--- config.mk ---
export PLATFORM = sky130hd
export DESIGN_NAME = axis_pixel_packer_8to24
export DESIGN_NICKNAME = d
export VERILOG_FILES = /design/src/rtl/axis_pkt_pkg.sv /design/src/rtl/axis_out_reg.sv /design/src/rtl/axis_pixel_packer_8to24.sv
export SDC_FILE = /design/constraint.sdc
export NUM_CORES = 1
export LEC_CHECK = 0
export ABC_AREA = 1
export CAP_MARGIN = 20
export CORE_ASPECT_RATIO = 1.25
export CORE_MARGIN = 5
export CORE_UTILIZATION = 40
export CTS_CLUSTER_SIZE = 20
export DETAILED_ROUTE_END_ITERATION = 8
export DONT_BUFFER_PORTS = 1
export GPL_ROUTABILITY_DRIVEN = 1
export PLACE_DENSITY = 0.57
export SKIP_LAST_GASP = 1
export SYNTH_ARGS = -nofsm -noshare
export SYNTH_HDL_FRONTEND = slang
export SYNTH_SLANG_ARGS = --single-unit
--- constraint.sdc ---
create_clock -name ap_clk -period 4.7 [get_ports ap_clk]
set_input_delay 1.175 -clock ap_clk [delete_from_list [all_inputs] [get_ports ap_clk]]
set_output_delay 1.175 -clock ap_clk [all_outputs]
set_load 0.01 [all_outputs]
--- src/rtl/axis_pkt_pkg.sv ---
// Shared constants and helpers for the 8<->24 bit AXI4-Stream width converters.
// Lane geometry and the TKEEP pattern for partial words live here.
package axis_pkt_pkg;

  localparam int BYTE_W = 8;
  localparam int LANES  = 3;
  localparam int OUT_W  = BYTE_W * LANES;
  localparam int KEEP_W = LANES;
  localparam int IDX_W  = 2;

  // Valid lanes are 0..idx, mapped to the low or high end of the word.
  function automatic logic [KEEP_W-1:0] keep_mask(
    input logic [IDX_W-1:0] idx,
    input logic             lsb_first
  );
    logic [KEEP_W-1:0] m;
    m = '0;
    for (int i = 0; i < KEEP_W; i++) begin
      if (i <= int'(idx)) begin
        if (lsb_first) m[i] = 1'b1;
        else           m[KEEP_W-1-i] = 1'b1;
      end
    end
    return m;
  endfunction

endpackage

--- src/rtl/axis_out_reg.sv ---
// One-entry AXI4-Stream register slice carrying data, keep and last.
// Accepts a new beat whenever empty or being drained in the same cycle.
module axis_out_reg #(
  parameter int DATA_W = 24,
  parameter int KEEP_W = 3
) (
  input  logic              clk_i,
  input  logic              rst_i,
  input  logic              s_valid_i,
  output logic              s_ready_o,
  input  logic [DATA_W-1:0] s_data_i,
  input  logic [KEEP_W-1:0] s_keep_i,
  input  logic              s_last_i,
  output logic              m_valid_o,
  input  logic              m_ready_i,
  output logic [DATA_W-1:0] m_data_o,
  output logic [KEEP_W-1:0] m_keep_o,
  output logic              m_last_o
);

  logic              valid_q, valid_d;
  logic [DATA_W-1:0] data_q, data_d;
  logic [KEEP_W-1:0] keep_q, keep_d;
  logic              last_q, last_d;

  assign s_ready_o = !valid_q || m_ready_i;

  always_comb begin
    valid_d = valid_q;
    data_d  = data_q;
    keep_d  = keep_q;
    last_d  = last_q;
    if (s_ready_o) begin
      valid_d = s_valid_i;
      if (s_valid_i) begin
        data_d = s_data_i;
        keep_d = s_keep_i;
        last_d = s_last_i;
      end
    end
  end

  always_ff @(posedge clk_i or posedge rst_i) begin
    if (rst_i) begin
      valid_q <= 1'b0;
      data_q  <= '0;
      keep_q  <= '0;
      last_q  <= 1'b0;
    end else begin
      valid_q <= valid_d;
      data_q  <= data_d;
      keep_q  <= keep_d;
      last_q  <= last_d;
    end
  end

  assign m_valid_o = valid_q;
  assign m_data_o  = data_q;
  assign m_keep_o  = keep_q;
  assign m_last_o  = last_q;

endmodule

--- src/rtl/axis_pixel_packer_8to24.sv ---
// Packs three consecutive stream bytes into one 24-bit AXI4-Stream word.
// Frames ending mid-word are flushed zero-padded with TKEEP marking valid lanes.
module axis_pixel_packer_8to24
  import axis_pkt_pkg::*;
#(
  parameter bit LSB_FIRST = 1'b1
) (
  input  logic              ap_clk,
  input  logic              ap_rst,
  input  logic [BYTE_W-1:0] stream_in_TDATA,
  input  logic              stream_in_TLAST,
  input  logic              stream_in_TVALID,
  output logic              stream_in_TREADY,
  output logic [OUT_W-1:0]  stream_out_TDATA,
  output logic [KEEP_W-1:0] stream_out_TKEEP,
  output logic              stream_out_TLAST,
  output logic              stream_out_TVALID,
  input  logic              stream_out_TREADY,
  output logic [15:0]       frame_count
);

  logic [IDX_W-1:0]  idx_q, idx_d;
  logic [OUT_W-1:0]  asm_q, asm_d;
  logic [15:0]       frame_q, frame_d;
  logic [OUT_W-1:0]  word;
  logic              in_ready;
  logic              in_fire;
  logic              close;
  logic              out_fire;

  assign in_fire = stream_in_TVALID && in_ready;
  assign close   = in_fire &&
                   (idx_q == IDX_W'(LANES-1) || stream_in_TLAST);

  // Merge the incoming byte into its lane of the partial word.
  always_comb begin
    word = asm_q;
    for (int i = 0; i < LANES; i++) begin
      if (idx_q == IDX_W'(i)) begin
        if (LSB_FIRST)
          word[i*BYTE_W +: BYTE_W] = stream_in_TDATA;
        else
          word[(LANES-1-i)*BYTE_W +: BYTE_W] = stream_in_TDATA;
      end
    end
  end

  always_comb begin
    idx_d = idx_q;
    asm_d = asm_q;
    if (in_fire) begin
      if (close) begin
        idx_d = '0;
        asm_d = '0;
      end else begin
        idx_d = idx_q + IDX_W'(1);
        asm_d = word;
      end
    end
  end

  assign out_fire = stream_out_TVALID && stream_out_TREADY;

  always_comb begin
    frame_d = frame_q;
    if (out_fire && stream_out_TLAST)
      frame_d = frame_q + 16'd1;
  end

  always_ff @(posedge ap_clk or posedge ap_rst) begin
    if (ap_rst) begin
      idx_q   <= '0;
      asm_q   <= '0;
      frame_q <= '0;
    end else begin
      idx_q   <= idx_d;
      asm_q   <= asm_d;
      frame_q <= frame_d;
    end
  end

  axis_out_reg #(
    .DATA_W(OUT_W),
    .KEEP_W(KEEP_W)
  ) u_out (
    .clk_i    (ap_clk),
    .rst_i    (ap_rst),
    .s_valid_i(close),
    .s_ready_o(in_ready),
    .s_data_i (word),
    .s_keep_i (keep_mask(idx_q, LSB_FIRST)),
    .s_last_i (stream_in_TLAST),
    .m_valid_o(stream_out_TVALID),
    .m_ready_i(stream_out_TREADY),
    .m_data_o (stream_out_TDATA),
    .m_keep_o (stream_out_TKEEP),
    .m_last_o (stream_out_TLAST)
  );

  assign stream_in_TREADY = in_ready;
  assign frame_count      = frame_q;

endmodule

==> metrics <==
outcome=completed; Vias=2,455; adder-cell share of the synthesized area=0.01879; yosys warns=0; Max stage delay on crit path=0.07 ns; CP startpoint kind=input port; Final Skew=0.006601 ns; Netlist Area Pre-Place=3329 µm²; Die X=91.60 µm; post-synth top area share=0.5336; setup ws final=2.236 ns; Post-Synth Simple-Gate Area=0.2439; Slew @ Worst Pin=0.6907 ns; DRC=0; Synth Register Bits=71; GRT Total Usage=0.1519; post-synthesis mux area share=0; ys async rst share=1.000; antenna viol nets, final=0; clock sink count=71; vias in the first global route=2,416; largest family of logic cells by synthesized area=simple AND/OR/NAND/NOR gates; initial antenna violation count=0; WL/cell=14.97 µm; CTS Root Cell=clkbuf_8; Routed WL=7304 µm; xor/xnor cell area share of the yosys netlist=0.01841; Yosys cell types=29; # resized after CTS=0; grt total ovfl=0; Area Overhead vs Synth=7.741%; fin area=3587 µm²; HP Class=reg2reg; worst skew pair latency=0.34 ns; Synth Instances=388; PD cells=515.2 nW/µm²; Area contributors post-synth=dfrtp_1 (53%), nand2_1 (16%), o21ai_0 (5.1%), inv_1 (4.4%), nor2_1 (2.1%); Port Buf Inserts=0; ANT cells=0; Final GP Congestion=0.8068; Top Family by Delay on Critical Path=simple AND/OR/NAND/NOR gates; Synth area leader=dfrtp_1; compound-cell area share of the yosys netlist=0.1064; Rows=37; final period utilization=0.5243; crit-path cells=inv_2, nand2_4; fmax=405.8 MHz; clk slew on worst S/H paths=0.07 ns; most frequent cell after synthesis=nand2_1; Critical path buffers and inverters=1; iteration count of the initial detailed-routing pass=6; FILL cells=822; Lkg Pwr=1.701 nW; Die Span Y=112 µm; CTS HTree Levels=3; Critical Path Slowest Stage Cell=nand2_4; CTS Hold Bufs=0; DP Worst Slack=2.234 ns; Final TNS setup=0 ns; Starting Density=0.4063; Mapped Avg Cell Area=8.581 µm²; critical path class=in2out; Post-synth EDFFs=0; Bufs on Longest Clock Path=2; critical path required time=3.52 ns; final core utilization=0.4378; final hold violation count=0; Period minus WS final=2.464 ns; Peak VDD IR=254.5 µV; post-CTS setup buffer count=0; MaxCap Viol Count=0; DR vias/cell=5.031; RSZ-0062 raised after global routing=no; first-pass GRT wire length=12,350 µm; Commonest cells post-synth=nand2_1 (138), dfrtp_1 (71), inv_1 (39); die area=10,260 µm²; synthesized net count=406; Critical Path AT=1.29 ns; Final setup viols=0; fin. max-slew vios=0; TritonCTS buffer count=9; CTS tree=yes; initial drt markers=91; post-placement cell area=3363 µm²; element type at the critical path end=output port; critical-path maximum fanout=3; largest net degree at the start of global routing=41; dpl hpwl=5147 µm; Worst slew margin=0.5389; share of layout cells above drive strength 1=0.1100; Seq/Total Area, Yosys=0.5336; core area=8194 µm²; Most used DFF post-synth=dfrtp_1; Net count, final=404; I/O Pins=59
[state kept, by name, summed over array words and instances (netlist names)]
name,count
asm_q,24
frame_count,16
idx_q,2
u_out.m_data_o,24
u_out.m_keep_o,3
u_out.m_last_o,1
u_out.m_valid_o,1
[cell type report]
type	count	area, µm²	area share
Sequential cell	71	1777	0.4953
Multi-Input combinational cell	259	1290	0.3596
Inverter	44	167.7	0.04674
Clock buffer	13	158.9	0.04430
Tap cell	97	121.4	0.03383
Clock inverter	3	65.06	0.01814
Timing Repair Buffer	1	7.507	0.002093
[cell families (layout without fill, tap and decap cells)]
kind of cell	count (synthesis)	after routing
AOI/OAI and AO/OA	63	63
xor gates and xnor gates	7	7
adders and majority gates	5	5
buffers and inverters	58	61
DFF	71	71
and+or+nand+nor	184	184
[stage by stage]
stage / power, mW / hold slack (ns) / cells
detailed placement: 1.320 / 0.5067 / 472
CTS: 1.873 / 0.5257 / 488
finish: 1.848 / 0.5163 / 488
floorplan: 1.228 / 0.4802 / 388
global placement: 1.303 / 0.4970 / 472
global route: 1.987 / 0.5373 / 488
[worst paths after layout]
check,startpoint,endpoint,slack [ns],cells after the start
max in group asynchronous,ap_rst,u_out.m_data_o[23],2.89,2
min reg2reg,asm_q[9],asm_q[9],0.52,2
min in group asynchronous,ap_rst,u_out.m_data_o[7],0.82,1
min,asm_q[9],asm_q[9],0.52,2
max,stream_out_TREADY,stream_in_TREADY,2.24,2
max reg2reg,idx_q[0],u_out.m_data_o[23],2.45,7
[cells in the final DEF, fill, tap and decap left out, types with 3 or more instances in the layout]
cell | netlist | layout
xor2_1 | 5 | 5
nand4_1 | 3 | 3
inv_1 | 39 | 38
inv_2 | 4 | 5
nor2_4 | 6 | 6
o21ai_2 | 8 | 8
nand2_2 | 3 | 3
nand3_1 | 4 | 4
o22ai_1 | 7 | 7
o21ai_0 | 34 | 34
nand3b_1 | 3 | 3
nand2_1 | 138 | 138
a21oi_1 | 7 | 7
clkbuf_8 | 0 | 11
nor2_1 | 19 | 19
dfrtp_1 | 71 | 71
ha_1 | 5 | 5
o21ai_1 | 7 | 7
[per-layer routing]
layer | wire length (µm) | track usage | vias up
met5 | 0 | 0 | -
met3 | 647 | 0.06689 | 8
met1 | 3168 | 0.1898 | 1162
li1 | - | - | 1209
met4 | 102 | 0.05231 | 0
met2 | 3385 | 0.2335 | 76
[power by group]
group | leakage (nW) | internal (mW) | switching, mW
sequential | 0.945 | 0.761 | 0.165
combinational | 0.642 | 0.125 | 0.246
clock | 0.114 | 0.328 | 0.223
No activity file was read; power rests on OpenSTA's default activity.
